[src/rtl/ab_pkg.sv]
// Shared encodings for the 65C24T8 address-bus generator.
package ab_pkg;

  localparam int unsigned AB_OP_W   = 11;
  localparam int unsigned BYTE_W    = 8;

  // ab_op field positions
  localparam int unsigned OP_CI     = 0;
  localparam int unsigned OP_OFS_LO = 1;
  localparam int unsigned OP_BS_LO  = 3;
  localparam int unsigned OP_HOLD   = 7;
  localparam int unsigned OP_H_LO   = 8;
  localparam int unsigned OP_PX     = 10;

  typedef enum logic [1:0] {
    BS_STACK = 2'b00,
    BS_PC    = 2'b01,
    BS_DATA  = 2'b10,
    BS_HOLD  = 2'b11
  } base_sel_e;

  typedef enum logic [1:0] {
    OFS_0    = 2'b00,
    OFS_XY   = 2'b01,
    OFS_DI   = 2'b10,
    OFS_XYDI = 2'b11
  } ofs_sel_e;

  typedef enum logic [1:0] {
    H_0    = 2'b00,
    H_1    = 2'b01,
    H_C    = 2'b10,
    H_BACK = 2'b11
  } h_mode_e;

  typedef enum logic {
    ST_IDLE = 1'b0,
    ST_FIX  = 1'b1
  } state_e;

endpackage

[src/rtl/ab_gen_px_byte_add.sv]
// One address byte: 8-bit add with carry in/out.
module ab_byte_add (
  input  logic [7:0] a,
  input  logic [7:0] b,
  input  logic       ci,
  output logic [7:0] sum,
  output logic       co
);

  // Ripple-free 9-bit add; the top bit is the byte carry out
  assign {co, sum} = 9'(a) + 9'(b) + 9'(ci);

endmodule

[src/rtl/ab_gen_px.sv]
// Address-bus generator: base + index with per-byte carry control and a
// one-cycle page-cross fixup that presents the uncorrected address first.
module ab_gen_px
  import ab_pkg::*;
#(
  parameter int unsigned   AW      = 24,
  parameter logic [AW-1:0] RST_VEC = {AW{1'b1}}
) (
  input  logic                               clk,
  input  logic                               RST_N,
  input  logic                               RDY,
  input  logic [AB_OP_W-1:0]                 ab_op,
  input  logic [2:0]                         T,
  input  logic [7:0]                         S,
  input  logic [7:0]                         DI,
  input  logic [7:0]                         DR,
  input  logic [((AW > 16) ? AW-17 : 0):0]   DU,
  input  logic [7:0]                         XY,
  input  logic                               ABWDTH,
  input  logic [AW-1:0]                      PCT,
  output logic [AW-1:0]                      AB,
  output logic                               STALL,
  output logic                               FIX
);

  localparam int unsigned NB = AW / BYTE_W;

  base_sel_e     bs_sel;
  ofs_sel_e      ofs_sel;
  h_mode_e       h_mode;
  logic          ci;
  logic          hold_en;
  logic          px_en;

  logic [AW-1:0] base;
  logic [AW-1:0] ab_hold;
  logic [AW-1:0] fix_ab;
  logic          fix_hold;
  logic [AW-1:0] ab_full;
  logic [AW-1:0] ab_dummy;
  logic [7:0]    lo_a;
  logic [7:0]    lo_b;
  logic [7:0]    lo_sum;
  logic          abl_co;
  logic [7:0]    h_b;
  logic [7:0]    up_b;
  logic          px_hit;

  state_e        state_q;
  state_e        state_d;
  logic [AW-1:0] ab_nxt;
  logic          stall;
  logic          fix;
  logic          load_fix;
  logic          capture;

  assign ci      = ab_op[OP_CI];
  assign ofs_sel = ofs_sel_e'(ab_op[OP_OFS_LO +: 2]);
  assign bs_sel  = base_sel_e'(ab_op[OP_BS_LO +: 2]);
  assign h_mode  = h_mode_e'(ab_op[OP_H_LO +: 2]);
  assign hold_en = ab_op[OP_HOLD];
  assign px_en   = ab_op[OP_PX];

  // Base address select
  always_comb begin
    base = ab_hold;
    unique case (bs_sel)
      BS_STACK: base = AW'({T, S});
      BS_PC:    base = PCT;
      BS_DATA:  base = ABWDTH ? AW'({DU, DI, DR}) : AW'({DI, DR});
      default:  base = ab_hold;
    endcase
  end

  // Low-byte operand select; OFS_XYDI bypasses the base entirely
  always_comb begin
    lo_a = base[7:0];
    lo_b = 8'h00;
    unique case (ofs_sel)
      OFS_0:    begin lo_a = base[7:0]; lo_b = 8'h00; end
      OFS_XY:   begin lo_a = base[7:0]; lo_b = XY;    end
      OFS_DI:   begin lo_a = base[7:0]; lo_b = DI;    end
      default:  begin lo_a = XY;        lo_b = DI;    end
    endcase
  end

  // Byte-1 addend and upper-byte addend (all-ones on the borrow path)
  always_comb begin
    h_b = 8'h00;
    unique case (h_mode)
      H_1:     h_b = 8'h01;
      H_BACK:  h_b = 8'hFF;
      default: h_b = 8'h00;
    endcase
    up_b = (ABWDTH && h_mode == H_BACK) ? 8'hFF : 8'h00;
  end

  ab_byte_add u_lo (
    .a   (lo_a),
    .b   (lo_b),
    .ci  (ci),
    .sum (lo_sum),
    .co  (abl_co)
  );

  assign ab_full[7:0]  = lo_sum;
  assign ab_dummy[7:0] = lo_sum;

  // Two carry chains: corrected sum and dummy sum with the low carry dropped
  for (genvar i = 1; i < NB; i++) begin : g_byte
    logic [7:0] b_op;
    logic       ci_f;
    logic       ci_d;
    logic       co_f;
    logic       co_d;
    if (i == 1) begin : g_h
      assign b_op = h_b;
      assign ci_f = h_mode[1] & abl_co;
      assign ci_d = 1'b0;
    end else begin : g_u
      assign b_op = up_b;
      assign ci_f = ABWDTH & g_byte[i-1].co_f;
      assign ci_d = ABWDTH & g_byte[i-1].co_d;
    end
    ab_byte_add u_full (
      .a   (base[8*i +: 8]),
      .b   (b_op),
      .ci  (ci_f),
      .sum (ab_full[8*i +: 8]),
      .co  (co_f)
    );
    ab_byte_add u_dummy (
      .a   (base[8*i +: 8]),
      .b   (b_op),
      .ci  (ci_d),
      .sum (ab_dummy[8*i +: 8]),
      .co  (co_d)
    );
  end

  logic unused_ok;
  assign unused_ok = ^{ab_op[6:5], g_byte[NB-1].co_f, g_byte[NB-1].co_d};

  assign px_hit = px_en & ab_op[9] & abl_co;

  // FSM state register; RDY low freezes the sequence
  always_ff @(posedge clk or negedge RST_N) begin
    if (!RST_N) begin
      state_q <= ST_IDLE;
    end else if (RDY) begin
      state_q <= state_d;
    end
  end

  // Next state and bus outputs
  always_comb begin
    state_d  = state_q;
    ab_nxt   = ab_full;
    stall    = 1'b0;
    fix      = 1'b0;
    load_fix = 1'b0;
    capture  = 1'b0;
    unique case (state_q)
      ST_IDLE: begin
        if (px_hit) begin
          ab_nxt   = ab_dummy;
          stall    = 1'b1;
          load_fix = 1'b1;
          state_d  = ST_FIX;
        end else begin
          capture  = hold_en;
        end
      end
      default: begin
        ab_nxt  = fix_ab;
        fix     = 1'b1;
        capture = fix_hold;
        state_d = ST_IDLE;
      end
    endcase
  end

  // Reset overrides the bus immediately, independent of the inputs
  assign AB    = RST_N ? ab_nxt : RST_VEC;
  assign STALL = RST_N & stall;
  assign FIX   = RST_N & fix;

  // Corrected-address and hold registers
  always_ff @(posedge clk or negedge RST_N) begin
    if (!RST_N) begin
      ab_hold  <= RST_VEC;
      fix_ab   <= '0;
      fix_hold <= 1'b0;
    end else if (RDY) begin
      if (load_fix) begin
        fix_ab   <= ab_full;
        fix_hold <= hold_en;
      end
      if (capture) begin
        ab_hold <= ab_nxt;
      end
    end
  end

endmodule

[config.mk]
export PLATFORM = sky130hd
export DESIGN_NAME = ab_gen_px
export DESIGN_NICKNAME = d
export VERILOG_FILES = /design/src/rtl/ab_pkg.sv /design/src/rtl/ab_gen_px_byte_add.sv /design/src/rtl/ab_gen_px.sv
export SDC_FILE = /design/constraint.sdc
export NUM_CORES = 1
export LEC_CHECK = 0
export CAP_MARGIN = 20
export CORE_MARGIN = 2
export CORE_UTILIZATION = 31
export DETAILED_ROUTE_END_ITERATION = 10
export SKIP_CTS_REPAIR_TIMING = 1
export SYNTH_ARGS = -nofsm -noshare
export SYNTH_HDL_FRONTEND = slang
export SYNTH_SLANG_ARGS = --single-unit
[constraint.sdc]
create_clock -name clk -period 10 [get_ports clk]
set_input_delay 2.5 -clock clk [delete_from_list [all_inputs] [get_ports clk]]
set_output_delay 2.5 -clock clk [all_outputs]
set_load 0.01 [all_outputs]
==> impl_metrics.ini <==
[setup_path]
arrival_ns = 7.32
cp-end-kind = primary output
path_class = in2out
cp-start-kind = input port
critical_path_required_ns = 7.50
cp_max_fo = 4

[place]
hpwlAfterDp_um = 11200
gp_congestion = 0.867
placed_cell_area_sq_um = 6230
port_buffers = 105

[drt]
vias_per_cell = 5.15
routed-via-count = 4387
drcViolationCount = 0
dr.first_iter.drc_count = 250
routedWlPerCell_um = 16.9
wirelength_um = 14400
ant_nets = 0
dr.pass1.iters = 5

[synth]
yosys.area_share.adder_pct = 9.24
synthMuxAreaShare_pct = 17.1
yosys.area_share.xor_xnor_pct = 6.77
synth_top_family_by_area = compound AO/OA/AOI/OAI gates
ys_warn_count = 0
synthFlopType = dfrtp_1
yosys.area_share.simple_pct = 17.1
synth-edff-count = 0
synth_seq_area_share_pct = 27.5
synth-compound-area-share_pct = 18.3
syn-num-nets = 638
ys_types = 67
synth_seq_cells = 50
netlist_instances = 524
netlist_area_sq_um = 4660
avgSynthCellArea_sq_um = 8.88
async_reset_ff_share_pct = 100

[sta]
worstMarginPinSlew_ns = 0.931
setup_tns_ns = 0
setup_viol = 0
max_slew_margin_pct = 37.8
fin_crit_ns = 9.82
slew_violations = 0
finalClockSkew_ns = 0.0116
clock.fmax_mhz = 102
final_hold_viol_count = 0
post-route-period-util_pct = 98.2

[floorplanning]
die_h_um = 127
floorplan.rows = 44
die_area_sq_um = 16000
num_io_pins = 108
start_util_pct = 31.9
core_sq_um = 14600
die_w_um = 127

[global_route]
grt_pass1_wl_um = 22800
grt_pass1_vias = 4470
grt_max_degree = 48
grt_usage_pct = 17.6
grt-ovfl-total = 0
antenna_found_initial = 0

[finish]
num_antenna_cells = 0
final_area_sq_um = 6550
fin_nets = 781
layout-drive-gt1-share_pct = 24.4
area_growth_pct = 40.6
final_cell_mix = clkdlybuf4s50_1, nand2_1, buf_4
final_common_cell = clkdlybuf4s50_1

[status]
run_status = complete, no violations

[run]
cap_viol_max_count = 0

[clock_network]
clock_latency_ns = 0.30
cts_buffers = 5
cts_tree = yes
numClockSinks = 50
cts_root_buf = clkbuf_16
clkTransAtPathRegs_ns = 0.07
cts_max_path_buffers = 2
ctsHtreeMaxLevel = 2

[power]
p_total_w = 0.00109
p_per_area_nw_per_um2 = 167
leakage_nw = 2.88
vdd_drop_max_mv = 0.0730

[hold_path]
hold_path.class = reg2reg
-- kinds of logic after synthesis --
family	after synthesis
AO/OA/AOI/OAI	130
XOR/XNOR	36
adder cells (fa/ha/maj)	32
buffers and inverters	45
flip-flops	50
multiplexers	62
AND/OR/NAND/NOR	169
-- flip-flops by register name, indices dropped and copies added, names as in the netlist --
| signal | cells |
|---|---|
| ab_hold | 24 |
| fix_ab | 24 |
| fix_hold | 1 |
| state_q | 1 |
-- power by group --
group | switching, W | total (W) | leakage (nW) | internal [W]
clock network | 0.0000774 | 0.000178 | 0.0712 | 0.000100
registers | 0.0000505 | 0.000366 | 0.585 | 0.000316
logic | 0.000271 | 0.000547 | 2.23 | 0.000276
total | 0.000399 | 0.00109 | 2.88 | 0.000692
-- worst max-delay path, stage by stage --
cell	delay [ns]
dlymetal6s2s_1	0.12
mux4_2	0.52
mux2_4	0.28
fa_2	0.37
fa_2	0.42
a211oi_2	0.24
o21ai_1	0.13
a21o_1	0.18
a21oi_2	0.12
nor2b_1	0.06
ha_2	0.19
ha_4	0.16
o211ai_1	0.09
nor2_1	0.09
and4bb_1	0.25
xor2_1	0.16
and2_1	0.16
ha_2	0.20
ha_4	0.17
mux2i_4	0.20
buf_6	0.14
xnor2_2	0.05
mux2i_1	0.27
nand2_1	0.08
buf_2	0.16
-- Yosys cell counts (5+ instances only) --
library cell | number | area (sq um)
nand2_1 | 79 | 297
o21ai_0 | 52 | 260
nor2_1 | 34 | 128
ha_1 | 28 | 350
mux2i_1 | 27 | 270
dfrtp_1 | 26 | 651
dfstp_2 | 24 | 631
mux2_2 | 22 | 248
clkbuf_1 | 19 | 71.3
xnor2_1 | 19 | 166
a21oi_1 | 17 | 85.1
xor2_1 | 17 | 149
inv_1 | 16 | 60.1
mux4_2 | 11 | 248
o211ai_1 | 9 | 67.6
a22o_1 | 7 | 61.3
nand3_1 | 7 | 35.0
nand4_1 | 7 | 43.8
nor3_1 | 7 | 35.0
a31o_2 | 6 | 52.6
nor2b_1 | 6 | 37.5
a211oi_1 | 5 | 37.5
buf_2 | 5 | 25.0
-- layer usage --
layer / track usage [%] / vias up / wire length [um]
met3: 3.08 / 14 / 668
li1: - / 2173 / -
met1: 22.5 / 2096 / 6460
met5: 0 / - / 0
met4: 4.59 / 0 / 190
met2: 30.8 / 104 / 7060
-- through the flow --
step                worst slack (ns)  std cells  hold slack, ns  utilization (%)
CTS                           -0.982        845           0.486             43.7
finish                         0.181        852           0.484             44.9
floorplan                     0.0486        524           0.445                -
global placement              -0.918        837           0.465             42.7
global route                 -0.0352        852           0.497             44.9
detailed placement            -0.954        837           0.471             42.7
-- layout make-up --
class	count	area [sq um]
flip-flops and latches	50	1280
multi-input cells	429	3310
well taps	184	230
repair buffers	164	1520
inverters	17	63.8
fillers	1395	8040
clock buffers	8	146
-- path summary, 6_finish.rpt --
| kind | slack [ns] | from | cells past startpoint | to |
|---|---|---|---|---|
| max reg2reg | 4.75 | ab_hold[0]$_DFFE_PN1P_ | 25 | ab_hold[18]$_DFFE_PN1P_ |
| min reg2reg | 0.48 | ab_hold[4]$_DFFE_PN1P_ | 2 | ab_hold[4]$_DFFE_PN1P_ |
| max in group asynchronous | 7.20 | RST_N | 2 | ab_hold[19]$_DFFE_PN1P_ |
| max | 0.18 | ab_op[3] | 25 | AB[18] |
| min | 0.48 | ab_hold[4]$_DFFE_PN1P_ | 2 | ab_hold[4]$_DFFE_PN1P_ |
| min in group asynchronous | 2.30 | RST_N | 2 | fix_ab[13]$_DFFE_PN0P_ |
(Power assumes the default switching activity.)
